## config.mk

```make
export PLATFORM = sky130hd
export DESIGN_NAME = cpu_sequencer
export DESIGN_NICKNAME = d
export VERILOG_FILES = /design/src/rtl/cpu_pkg.sv /design/src/rtl/cpu_sequencer_instr_decode.sv /design/src/rtl/cpu_sequencer.sv
export SDC_FILE = /design/constraint.sdc
export NUM_CORES = 1
export LEC_CHECK = 0
export BUFFER_PORTS_ARGS = -buffer_cell sky130_fd_sc_hd__buf_2
export CELL_PAD_IN_SITES_DETAIL_PLACEMENT = 1
export CELL_PAD_IN_SITES_GLOBAL_PLACEMENT = 2
export CORE_UTILIZATION = 25
export DETAILED_ROUTE_END_ITERATION = 10
export HOLD_SLACK_MARGIN = 0.15
export PLACE_DENSITY = 0.83
export SYNTH_ARGS = -nofsm -noshare
export SYNTH_HDL_FRONTEND = slang
export SYNTH_SLANG_ARGS = --single-unit
export TNS_END_PERCENT = 10
```

## constraint.sdc

```tcl
create_clock -name clk -period 1.4 [get_ports clk]
set_clock_uncertainty 0.05 [all_clocks]
set_input_delay 0.07 -clock clk [delete_from_list [all_inputs] [get_ports clk]]
set_output_delay 0.07 -clock clk [all_outputs]
set_load 0.01 [all_outputs]
```

## src/rtl/cpu_pkg.sv

```systemverilog
// cpu_pkg: shared definitions for the 4-bit processor sequencer.
//   - opcode classes taken from IR[7:6]
//   - ALU operation codes driven on alu_op
//   - write-data mux selections driven on wdata_sel
//   - sequencer state enumeration
package cpu_pkg;

  localparam logic [1:0] OP_LOAD  = 2'd0;
  localparam logic [1:0] OP_STORE = 2'd1;
  localparam logic [1:0] OP_MOVE  = 2'd2;
  localparam logic [1:0] OP_ALU   = 2'd3;

  localparam logic [1:0] ALU_ADD  = 2'd0;
  localparam logic [1:0] ALU_SUB  = 2'd1;
  localparam logic [1:0] ALU_AND  = 2'd2;
  localparam logic [1:0] ALU_NOT  = 2'd3;

  localparam logic [1:0] WSEL_IMM  = 2'd0;
  localparam logic [1:0] WSEL_REGB = 2'd1;
  localparam logic [1:0] WSEL_ALU  = 2'd2;

  // STALL is only reachable when single-step support is compiled in.
  typedef enum logic [2:0] {
    IDLE    = 3'd0,
    FETCH   = 3'd1,
    DECODE  = 3'd2,
    EXECUTE = 3'd3,
    HALT    = 3'd4,
    STALL   = 3'd5
  } state_t;

endpackage

```

## src/rtl/cpu_sequencer_instr_decode.sv

```systemverilog
// instr_decode: purely combinational instruction decoder.
// Ports:
//   ir          in  8  latched instruction
//   rf_raddr_a  out 2  read port A (IR[5:4])
//   rf_raddr_b  out 2  read port B (IR[3:2])
//   rf_waddr    out 2  write address (IR[5:4])
//   rf_we_req   out 1  instruction writes the register file
//   led_we_req  out 1  instruction writes the LED register
//   wdata_sel   out 2  write-data mux selection
//   imm         out 4  immediate (LOAD only, 0 otherwise)
//   alu_op      out 2  ALU operation (ALU class only, add otherwise)
module instr_decode
  import cpu_pkg::*;
(
  input  logic [7:0] ir,
  output logic [1:0] rf_raddr_a,
  output logic [1:0] rf_raddr_b,
  output logic [1:0] rf_waddr,
  output logic       rf_we_req,
  output logic       led_we_req,
  output logic [1:0] wdata_sel,
  output logic [3:0] imm,
  output logic [1:0] alu_op
);

  // Field extraction and per-class request generation.
  always_comb begin
    rf_raddr_a = ir[5:4];
    rf_raddr_b = ir[3:2];
    rf_waddr   = ir[5:4];
    rf_we_req  = 1'b0;
    led_we_req = 1'b0;
    wdata_sel  = WSEL_IMM;
    imm        = 4'd0;
    alu_op     = ALU_ADD;
    case (ir[7:6])
      OP_LOAD: begin
        rf_we_req = 1'b1;
        wdata_sel = WSEL_IMM;
        imm       = ir[3:0];
      end
      OP_STORE: begin
        led_we_req = 1'b1;
      end
      OP_MOVE: begin
        rf_we_req = 1'b1;
        wdata_sel = WSEL_REGB;
      end
      OP_ALU: begin
        rf_we_req = 1'b1;
        wdata_sel = WSEL_ALU;
        alu_op    = ir[1:0];
      end
      default: begin
        rf_we_req  = 1'b0;
        led_we_req = 1'b0;
      end
    endcase
  end

endmodule

```

## src/rtl/cpu_sequencer.sv

```systemverilog
// cpu_sequencer: fetch/decode/execute controller for the 4-bit processor.
// Each instruction takes FETCH, DECODE and EXECUTE (three clocks); the
// sequencer halts after executing the instruction at END_ADDR.
// Optional feature macro: SINGLE_STEP_EN (adds the step input; FETCH is
// only entered on a cycle with step=1, otherwise the FSM waits in STALL).
// Parameters:
//   START_ADDR  PC loaded on reset and on restart from HALT
//   END_ADDR    address of the last instruction
// Ports:
//   clk, reset        clock (rising edge), async active-high reset
//   run               start request / HALT release (when 0)
//   step              single-step enable (SINGLE_STEP_EN only)
//   instruction       combinational ROM data for ProgramCounter
//   ProgramCounter    ROM address
//   rf_raddr_a/b      register-file read addresses
//   rf_waddr, rf_we   register-file write address and one-cycle strobe
//   wdata_sel         write-data mux: 0 imm, 1 port B, 2 ALU
//   imm, alu_op       immediate and ALU operation
//   led_we            one-cycle LED store strobe (captures port A)
//   busy, halted      status: FETCH/DECODE/EXECUTE, HALT
module cpu_sequencer
  import cpu_pkg::*;
#(
  parameter logic [3:0] START_ADDR = 4'd1,
  parameter logic [3:0] END_ADDR   = 4'd8
) (
  input  logic       clk,
  input  logic       reset,
  input  logic       run,
`ifdef SINGLE_STEP_EN
  input  logic       step,
`endif
  input  logic [7:0] instruction,
  output logic [3:0] ProgramCounter,
  output logic [1:0] rf_raddr_a,
  output logic [1:0] rf_raddr_b,
  output logic [1:0] rf_waddr,
  output logic       rf_we,
  output logic [1:0] wdata_sel,
  output logic [3:0] imm,
  output logic [1:0] alu_op,
  output logic       led_we,
  output logic       busy,
  output logic       halted
);

  state_t     state;
  state_t     launch_state;
  logic [7:0] ir;
  logic       rf_we_req;
  logic       led_we_req;

  // Where the FSM goes when it would otherwise start a new fetch.
`ifdef SINGLE_STEP_EN
  assign launch_state = step ? FETCH : STALL;
`else
  assign launch_state = FETCH;
`endif

  // Main sequencer FSM, program counter and instruction register.
  always_ff @(posedge clk or posedge reset) begin
    if (reset) begin
      state          <= IDLE;
      ProgramCounter <= START_ADDR;
      ir             <= 8'd0;
    end else begin
      case (state)
        IDLE: begin
          if (run) state <= launch_state;
          else     state <= IDLE;
        end
        FETCH: begin
          state <= DECODE;
        end
        DECODE: begin
          ir    <= instruction;
          state <= EXECUTE;
        end
        EXECUTE: begin
          if (ProgramCounter == END_ADDR) begin
            state <= HALT;
          end else begin
            // 4-bit add wraps 15 -> 0 naturally.
            ProgramCounter <= ProgramCounter + 4'd1;
            state          <= launch_state;
          end
        end
        HALT: begin
          if (!run) begin
            state          <= IDLE;
            ProgramCounter <= START_ADDR;
          end else begin
            state <= HALT;
          end
        end
        STALL: begin
          state <= launch_state;
        end
        default: begin
          state <= IDLE;
        end
      endcase
    end
  end

  // Decoded fields come straight from the held IR, so they keep their last
  // decode outside EXECUTE; only the strobes are qualified by state.
  instr_decode u_decode (
    .ir         (ir),
    .rf_raddr_a (rf_raddr_a),
    .rf_raddr_b (rf_raddr_b),
    .rf_waddr   (rf_waddr),
    .rf_we_req  (rf_we_req),
    .led_we_req (led_we_req),
    .wdata_sel  (wdata_sel),
    .imm        (imm),
    .alu_op     (alu_op)
  );

  // Strobes and status are functions of registered state only; async reset
  // forces IDLE, which drops any strobe in the same cycle.
  assign rf_we  = (state == EXECUTE) && rf_we_req;
  assign led_we = (state == EXECUTE) && led_we_req;
  assign busy   = (state == FETCH) || (state == DECODE) || (state == EXECUTE);
  assign halted = (state == HALT);

endmodule

```

---- Word level (Yosys, flattened, before mapping) ----
Index checks and enable logic that the tools add are counted.
cells by class
  add/subtract/negate cells ............... 1
  multipliers ............................. 0
  div/mod/pow operators ................... 0
  $lt $le $gt $ge ......................... 0
  eq/ne operators ......................... 11
  shift-type cells ........................ 0
  multiplexer cells ....................... 12
  bitwise operators ....................... 0
  reductions and logical operators ........ 9
operators with widths
  operator             number
  $pmux 3 s6           1
  $mux 4               3
  $pmux 4 s2           1
  $eq 3x2->1 const B   2
  $eq 3x3->1 const B   2
  $mux 3               2
  $add 4x1->4 const B  1
  $eq 2x2->1 const B   2
  $eq 4x4->1 const B   1
  $ne 2x2->1 const B   2
  $pmux 2 s2           1
  $eq 3x1->1 const B   1
  $logic_not 3->1      1
  $mux 1               3
  $reduce_and 3->1     1
  $reduce_or 3->1      1
  $eq 2x1->1 const B   1
  $logic_and 1x1->1    2
  $logic_not 2->1      1
  $logic_or 1x1->1     2
  $mux 2               1
  $reduce_bool 2->1    1
word-level totals
  register bits after elaboration ......... 15
  latch bits .............................. 0
  bits in writable memories ............... 0
  ROM bits ................................ 0
  input bits .............................. 11
  output and inout bits ................... 22
  word-level logic and storage cells ...... 36
  memories kept ........................... 0

---- Depth between registers and ports, before layout ----
Gate-level depths: netlist of run 1.
  depth after elaboration ................. 4
  gate-level depth with buffers ........... 5
  gate-level depth less buffers ........... 5

---- Cells and area by module ----
A second synthesis of run 1 with hierarchy kept.
unflattened totals
  cell total of the unflattened synthesis .. 80
  area total of the unflattened synthesis .. 937.1 µm²
by module, submodules not included
  module         times used  cells each  area an instance (µm²)
  cpu_sequencer  1           62          782.0
  instr_decode   1           18          155.1

---- Worst setup path before layout of run 1 ----
No wires, ideal clock.
  kind .................................... reg2reg
  start point ............................. reg ProgramCounter[0]
  end point ............................... reg ProgramCounter[3]
  arrival ................................. 1.336 ns
  required time ........................... 1.224 ns
  slack ................................... -0.112 ns
  cell stages (with the launch flop) ...... 6
  clock period less this slack ............ 1.512 ns
  path through ............................ dfstp_2 > inv_1 > ha_1 > nand3b_1 > a22oi_2 > a221o_1
between the ends
  cells in the longest elaborated chain, start to end .. 3
  elaborated cells on any way between the ends .. 6
RTL lines
  what                                            RTL line                                  source
  start: declaration                              cpu_sequencer.sv:34                       output logic [3:0] ProgramCounter,
  start signal: assignment                        cpu_sequencer.sv:84                       ProgramCounter <= ProgramCounter + 4'd1;
  $add 4x1->4 or $eq 4x4->1 (tied branches)       cpu_sequencer.sv:84, cpu_sequencer.sv:80
  $mux 4 or $ne 2x2->1 (tied branches)            -
  $pmux 4 s2 or $reduce_and 3->1 (tied branches)  -
Several ways; a longest one is shown, not always the timed one. The select of a mux whose other input is x is not followed.
A chain may end at the register's enable or synchronous reset.

---- Final worst setup path of run 1 ----
  start point ............................. reg ProgramCounter[1]
  end point ............................... reg ProgramCounter[3]
Same word-level chain as after synthesis.

==> impl_metrics.sql, run 1 <==
INSERT INTO impl_metrics (metric_group, metric, value, unit) VALUES
('drt', 'drtPass1Iterations', '3', ''),
('grt', 'global_route_wire_length_before_repair', '3.23', 'mm'),
('drt', 'vias', '744', ''),
('timing', 'post-route-period-util', '105', '%'),
('timing', 'slew_viol_final', '0', ''),
('final_layout', 'layout-area-overhead-vs-synth', '44.2', '%'),
('synth', 'mappedNetlistNets', '91', ''),
('pwr', 'peakVddDrop', '0.869', 'mV'),
('drt', 'ant_nets', '0', ''),
('timing', 'total_of_endpoints_with_negative_setup_slack_in_the_final_report', '4', ''),
('synth', 'synth.cell_area', '848', 'sq um'),
('critical_path', 'cp.arrival', '1610', 'ps'),
('status', 'violated_checks', 'setup timing', ''),
('placement', 'finalWeightedCongestion', '0.692', ''),
('timing', 'period_minus_slack', '1470', 'ps'),
('synth', 'synth_largest_area_cell', 'sky130_fd_sc_hd__dfrtp_1', ''),
('synth', 'synth.ff_latch_count', '15', ''),
('final_layout', 'final.fill_count', '378', ''),
('synth', 'synth_async_sr_flop_share', '100', '%'),
('synth', 'synth_seq_area_share', '44.4', '%'),
('die', 'floorplan.die.height', '60.3', 'um'),
('run', 'drv.max_cap_violation_count', '0', ''),
('grt', 'gr-usage-all-layers', '12.4', '%'),
('grt', 'gr-total-overflow', '0', ''),
('die', 'initial_core_util', '27.1', '%'),
('synth', 'ys_top_cells_by_count', 'sky130_fd_sc_hd__dfrtp_1 (14), sky130_fd_sc_hd__mux2_2 (8), sky130_fd_sc_hd__buf_4 (7)', ''),
('synth', 'ys_dominant_reg_cell', 'sky130_fd_sc_hd__dfrtp_1', ''),
('synth', 'ys_top_cells_by_area', 'sky130_fd_sc_hd__dfrtp_1 (41%), sky130_fd_sc_hd__mux2_2 (11%), sky130_fd_sc_hd__buf_4 (6.2%)', ''),
('timing', 'grt_setup_unrepaired', 'yes', ''),
('final_layout', 'layout-drive-gt1-share', '50.8', '%'),
('worst_hold_path', 'min_path_type', 'in2async', ''),
('clock_tree', 'cts_buffers', '3', ''),
('synth', 'area_fraction_in_compound_gates_after_synthesis', '7.08', '%'),
('synth', 'largest_family_of_logic_cells_by_synthesized_area', 'simple AND/OR/NAND/NOR gates', ''),
('synth', 'yosys.area.top_type_share', '41.3', '%'),
('critical_path', 'reg2reg_to', 'ProgramCounter[3]', ''),
('synth', 'yosys.area_share.simple', '23.3', '%'),
('drt', 'vias_per_cell', '4.38', ''),
('timing', 'finalWorstSetupSlack', '-74.2', 'ps'),
('final_layout', 'fin_util', '39.1', '%'),
('drt', 'met3_wirelength', '108', 'um'),
('die', 'die_width', '60.3', 'um'),
('synth', 'post_synth_inst_count', '78', ''),
('die', 'boundary_pin_count', '33', ''),
('critical_path', 'worst-endpoint-required', '1540', 'ps'),
('clock_tree', 'clk_latency', '290', 'ps'),
('pwr', 'p_per_area', '2150', 'nW/um^2'),
('critical_path', 'crit-reg2reg-launch', 'ProgramCounter[1]', ''),
('synth', 'synth_enable_flop_cells', '0', ''),
('die', 'floorplan.core_area', '3130', 'sq um'),
('clock_tree', 'clock_sink_count', '15', ''),
('critical_path', 'worst_setup_slack_for_register_to_register_paths', '-70', 'ps'),
('die', 'core.rowCount', '20', ''),
('final_layout', 'nets', '140', ''),
('synth', 'synth.most_common_cell', 'sky130_fd_sc_hd__dfrtp_1', ''),
('critical_path', 'crit_path_max_fanout', '3', ''),
('drt', 'met2_wl', '1.00', 'mm'),
('status', 'status', 'finished with violations', ''),
('critical_path', 'timing.critical_path.from_type', 'flop', ''),
('timing', 'worstMarginPinSlew', '592', 'ps'),
('grt', 'antenna_found_initial', '0', ''),
('placement', 'io_buffers', '32', ''),
('drt', 'routed_len_inst', '12.0', 'um'),
('synth', 'post_synth_xor_area_fraction', '1.03', '%'),
('drt', 'route.layer.met1.wl', '887', 'um'),
('critical_path', 'ff2ff_path_depth', '6', ''),
('grt', 'grt_start_max_net_pins', '16', ''),
('grt', 'grt_pass1_vias', '743', ''),
('clock_tree', 'tritoncts', 'built', ''),
('timing', 'hold_viol_final', '0', ''),
('clock_tree', 'clock-root-buffer', 'sky130_fd_sc_hd__clkbuf_4', '');
## cells in the final DEF, fill, tap and decap left out, types with 2 or more instances in the layout
cell	netlist	routed
sky130_fd_sc_hd__clkbuf_4	0	3
sky130_fd_sc_hd__buf_4	7	10
sky130_fd_sc_hd__dlygate4sd3_1	0	10
sky130_fd_sc_hd__dfrtp_1	14	13
sky130_fd_sc_hd__and3_1	3	3
sky130_fd_sc_hd__nand3b_1	3	3
sky130_fd_sc_hd__nor2_1	5	4
sky130_fd_sc_hd__buf_2	1	32
sky130_fd_sc_hd__nor3_1	2	2
sky130_fd_sc_hd__inv_2	0	2
sky130_fd_sc_hd__a21oi_1	2	2
sky130_fd_sc_hd__mux2_2	8	8
sky130_fd_sc_hd__and2_1	6	6
sky130_fd_sc_hd__o21ai_0	2	2
sky130_fd_sc_hd__inv_1	6	4
## final cells by class
cell class	instances	area, sq um	area share, %
Clock buffer	4	26.3	2.15
Inverter	6	22.5	1.84
Tap cell	44	55.1	4.50
Timing Repair Buffer	52	335	27.4
Sequential cell	15	378	30.9
Multi-Input combinational cell	49	407	33.2
## registers in the layout, indices dropped and copies added (netlist names)
register / flops
ir: 8
ProgramCounter: 4
state: 3
## worst max-delay path, stage by stage (launching register included)
cell and delay (ps):
sky130_fd_sc_hd__dfrtp_1 410, sky130_fd_sc_hd__inv_2 80, sky130_fd_sc_hd__ha_4 130, sky130_fd_sc_hd__nand3b_1 110
sky130_fd_sc_hd__buf_4 160, sky130_fd_sc_hd__and2_4 140, sky130_fd_sc_hd__a221o_1 300
## where the power goes
part           internal (mW)  total [mW]  switching, mW
Clock                  0.111       0.258          0.147
Sequential             0.658       0.892          0.234
Combinational          0.807        1.48          0.672
Total                   1.58        2.63           1.05
## stage by stage
step / cell area [sq um] / power (mW)
2_1_floorplan: 861 / 1.88
3_3_place_gp: 1070 / 2.27
3_5_place_dp: 1070 / 2.34
4_1_cts: 1210 / 2.65
5_1_grt: 1220 / 2.88
6_report: 1220 / 2.63
## metal layers
layer	vias up	global-route usage [%]
met5	-	0
met2	27	22.6
met4	0	5.98
met1	354	13.5
li1	358	-
met3	5	2.60
## repair_timing
action | in CTS | in global routing
hold buffers | 10 | 0
endpoints found under the setup margin | 10 | 18
gates resized for setup | 1 | 2
hold endpoints to repair | 23 | 0
setup buffers | 2 | 1
pin swaps | 4 | 4
## cell families after synthesis
logic type,count (synthesis)
xor gates and xnor gates,1
and+or+nand+nor,29
buffers and inverters,14
muxes,9
DFF,15
adders and majority gates,2
AOI/OAI and AO/OA,8
## worst max-delay path by stage
stage / endpoint / startpoint / cells past startpoint / slack (ps)
6_report: ProgramCounter[3] / ProgramCounter[1] / 6 / -70
3_5_place_dp: ProgramCounter[1] / ProgramCounter[0] / 6 / -70
3_3_place_gp: ProgramCounter[3] / ProgramCounter[0] / 5 / -30
5_1_grt: ProgramCounter[1] / ProgramCounter[0] / 6 / -120
2_1_floorplan: ProgramCounter[3] / ProgramCounter[0] / 5 / -90
4_1_cts: ProgramCounter[1] / ProgramCounter[0] / 6 / -70
No activity file was read; power rests on OpenSTA's default activity.
==> run 2: changes to the inputs <==
--- a/config.mk
+++ b/config.mk
@@ -11,7 +11,7 @@
 export CORE_UTILIZATION = 25
 export DETAILED_ROUTE_END_ITERATION = 10
 export HOLD_SLACK_MARGIN = 0.15
-export PLACE_DENSITY = 0.83
+export PLACE_DENSITY = 0.77
 export SYNTH_ARGS = -nofsm -noshare
 export SYNTH_HDL_FRONTEND = slang
 export SYNTH_SLANG_ARGS = --single-unit
==> impl_metrics.sql, run 2 (same netlist as run 1, synthesis figures left out) <==
INSERT INTO impl_metrics (metric_group, metric, value, unit) VALUES
('critical_path', 'critical_path_class', 'reg2reg', ''),
('clock_tree', 'clock_sink_count', '15', ''),
('critical_path', 'cp.arrival', '1610', 'ps'),
('final_layout', 'fin_util', '39.0', '%'),
('drt', 'detail_route.drc_violations', '0', ''),
('final_layout', 'final_cell_mix', 'sky130_fd_sc_hd__buf_2 (32), sky130_fd_sc_hd__dfrtp_1 (12), sky130_fd_sc_hd__dlygate4sd3_1 (10)', ''),
('grt', 'gr-total-overflow', '0', ''),
('final_layout', 'area.sequential', '379', 'sq um'),
('timing', 'hold_viol_final', '0', ''),
('timing', 'period_minus_slack', '1480', 'ps'),
('drt', 'drtPass1Iterations', '2', ''),
('clock_tree', 'ctsHtreeMaxLevel', '1', ''),
('clock_tree', 'clock-root-buffer', 'sky130_fd_sc_hd__clkbuf_4', ''),
('critical_path', 'crit_path_max_incr_delay', '550', 'ps'),
('critical_path', 'timing.critical_path.cells', 'inv_2, ha_4, nand3b_1, a22oi_2, a221o_1', ''),
('final_layout', 'n_antenna_cell', '0', ''),
('timing', 'timing.fmax', '675', 'MHz'),
('die', 'core.rowCount', '20', ''),
('placement', 'dpl_cell_area', '1060', 'sq um'),
('die', 'boundary_pin_count', '33', ''),
('placement', 'io_buffers', '32', ''),
('die', 'initial_core_util', '27.1', '%'),
('final_layout', 'mostFrequentLayoutCell', 'sky130_fd_sc_hd__buf_2', ''),
('pwr', 'peakVddDrop', '0.551', 'mV'),
('placement', 'finalWeightedCongestion', '0.714', ''),
('timing', 'grt_setup_unrepaired', 'yes', ''),
('critical_path', 'timing.critical_path.slowest_stage_cell', 'sky130_fd_sc_hd__dfstp_2', ''),
('drt', 'vias_per_cell', '4.38', ''),
('pwr', 'p_per_area', '2170', 'nW/um^2'),
('run', 'drv.max_cap_violation_count', '0', ''),
('worst_hold_path', 'min_path_type', 'in2async', ''),
('clock_tree', 'clk_latency', '280', 'ps'),
('final_layout', 'layout_top_registers', 'ir: 8 flops, ProgramCounter: 4 flops, state: 3 flops', ''),
('grt', 'global_route_wire_length_before_repair', '3.19', 'mm'),
('die', 'floorplan.core_area', '3130', 'sq um'),
('clock_tree', 'clock_path_buffers', '2', ''),
('grt', 'grt_start_max_net_pins', '16', ''),
('clock_tree', 'cts_buffers', '3', ''),
('critical_path', 'worst-endpoint-required', '1530', 'ps'),
('die', 'floorplan.die.height', '60.3', 'um'),
('grt', 'antenna_found_initial', '0', ''),
('drt', 'ant_nets', '0', ''),
('die', 'die_width', '60.3', 'um'),
('drt', 'routed_wl', '2.10', 'mm'),
('clock_tree', 'clk_pin_slew_worst_paths', '90', 'ps'),
('critical_path', 'crit_path_max_fanout', '4', ''),
('status', 'status', 'finished with violations', ''),
('timing', 'total_of_endpoints_with_negative_setup_slack_in_the_final_report', '4', ''),
('status', 'violated_checks', 'setup timing', ''),
('grt', 'grt_pass1_vias', '723', ''),
('critical_path', 'setup.worst_path.start', 'ProgramCounter[0]', ''),
('critical_path', 'crit-reg2reg-launch', 'ProgramCounter[0]', ''),
('critical_path', 'critical_path_sink_type', 'flop', ''),
('final_layout', 'layout-area-overhead-vs-synth', '44.0', '%'),
('timing', 'slew-limit-headroom', '61.1', '%'),
('final_layout', 'largest_register_ff_count', '8', ''),
('final_layout', 'nets', '138', ''),
('final_layout', 'multi_input_area', '414', 'sq um'),
('drt', 'routed_len_inst', '12.5', 'um'),
('timing', 'finalWorstSetupSlack', '-81.7', 'ps'),
('clock_tree', 'tritoncts', 'built', ''),
('drt', 'drt_iter0_drc', '27', ''),
('grt', 'gr-usage-all-layers', '12.1', '%'),
('timing', 'slew_viol_final', '0', ''),
('final_layout', 'registers.top_by_ff_count', 'ir', ''),
('drt', 'vias', '735', ''),
('placement', 'hpwl', '1.51', 'mm'),
('timing', 'post-route-period-util', '106', '%'),
('timing', 'worstMarginPinSlew', '583', 'ps'),
('final_layout', 'final.fill_count', '366', ''),
('final_layout', 'layout-drive-gt1-share', '50.8', '%'),
('die', 'fp.dieArea', '3630', 'sq um'),
('final_layout', 'finalInstanceArea', '1220', 'sq um'),
('pwr', 'cellLeakagePower', '0.598', 'nW'),
('critical_path', 'timing.critical_path.from_type', 'flop', '');
[run 2: cell count changes in the layout (fill, tap and decap cells not counted), sizes merged]
cell | previous run | this run
buf | 42 | 40
[run 2: cell type report]
type / count / share of cell area [%]
Clock buffer: 4 / 2.15
Inverter: 6 / 1.84
Sequential cell: 15 / 31.0
Multi-Input combinational cell: 49 / 33.9
Tap cell: 44 / 4.51
Timing Repair Buffer: 50 / 26.5
[run 2: worst max-delay path: cells and delay by family, from the launching register on]
kind | cells | cell delay [ps]
flip-flops | 1 | 550
adder cells (fa/ha/maj) | 1 | 150
AND/OR/NAND/NOR | 1 | 140
AO/OA/AOI/OAI | 2 | 450
buffers and inverters | 1 | 50
[run 2: report_power, final]
part	internal (mW)	switching [mW]	total (mW)
clock network	0.111	0.142	0.252
registers	0.661	0.235	0.896
logic	0.813	0.691	1.50
[run 2: metal layers]
metal	vias up	GRT usage [%]	share of wire [%]
met5	-	0	0
li1	355	-	-
met2	26	22.3	49
met3	2	1.30	4.3
met4	0	6.98	0.67
met1	352	13.1	46
[run 2: what timing repair did]
item                       4_1_cts  5_1_grt
hold buffers                    10        0
pin swaps                        4        0
hold endpoints to repair        23        0
setup buffers                    2        0
setup endpoints to repair        5       19
gates resized for setup          2        3
cloned                           0        0
[run 2: worst paths after layout]
check / to / slack [ps] / depth (start not counted)
min: ir[3] / 350 / 3
max reg2reg: ProgramCounter[3] / -80 / 5
min in group clk: ir[2] / 480 / 1
max in group asynchronous: state[1] / 540 / 3
min reg2reg: ir[2] / 480 / 1
max: ProgramCounter[3] / -80 / 5
[run 2: per-stage QoR]
step	cells	setup WS (ps)	TNS, ps	total power, mW	hold WS (ps)
6_report	168	-81.7	-155	2.65	347
5_1_grt	168	-128	-490	2.88	408
4_1_cts	168	-86.2	-183	2.64	345
3_5_place_dp	152	-110	-193	2.31	114
3_3_place_gp	152	-39.2	-48.3	2.26	111
2_1_floorplan	78	-85.6	-141	1.88	-79.2
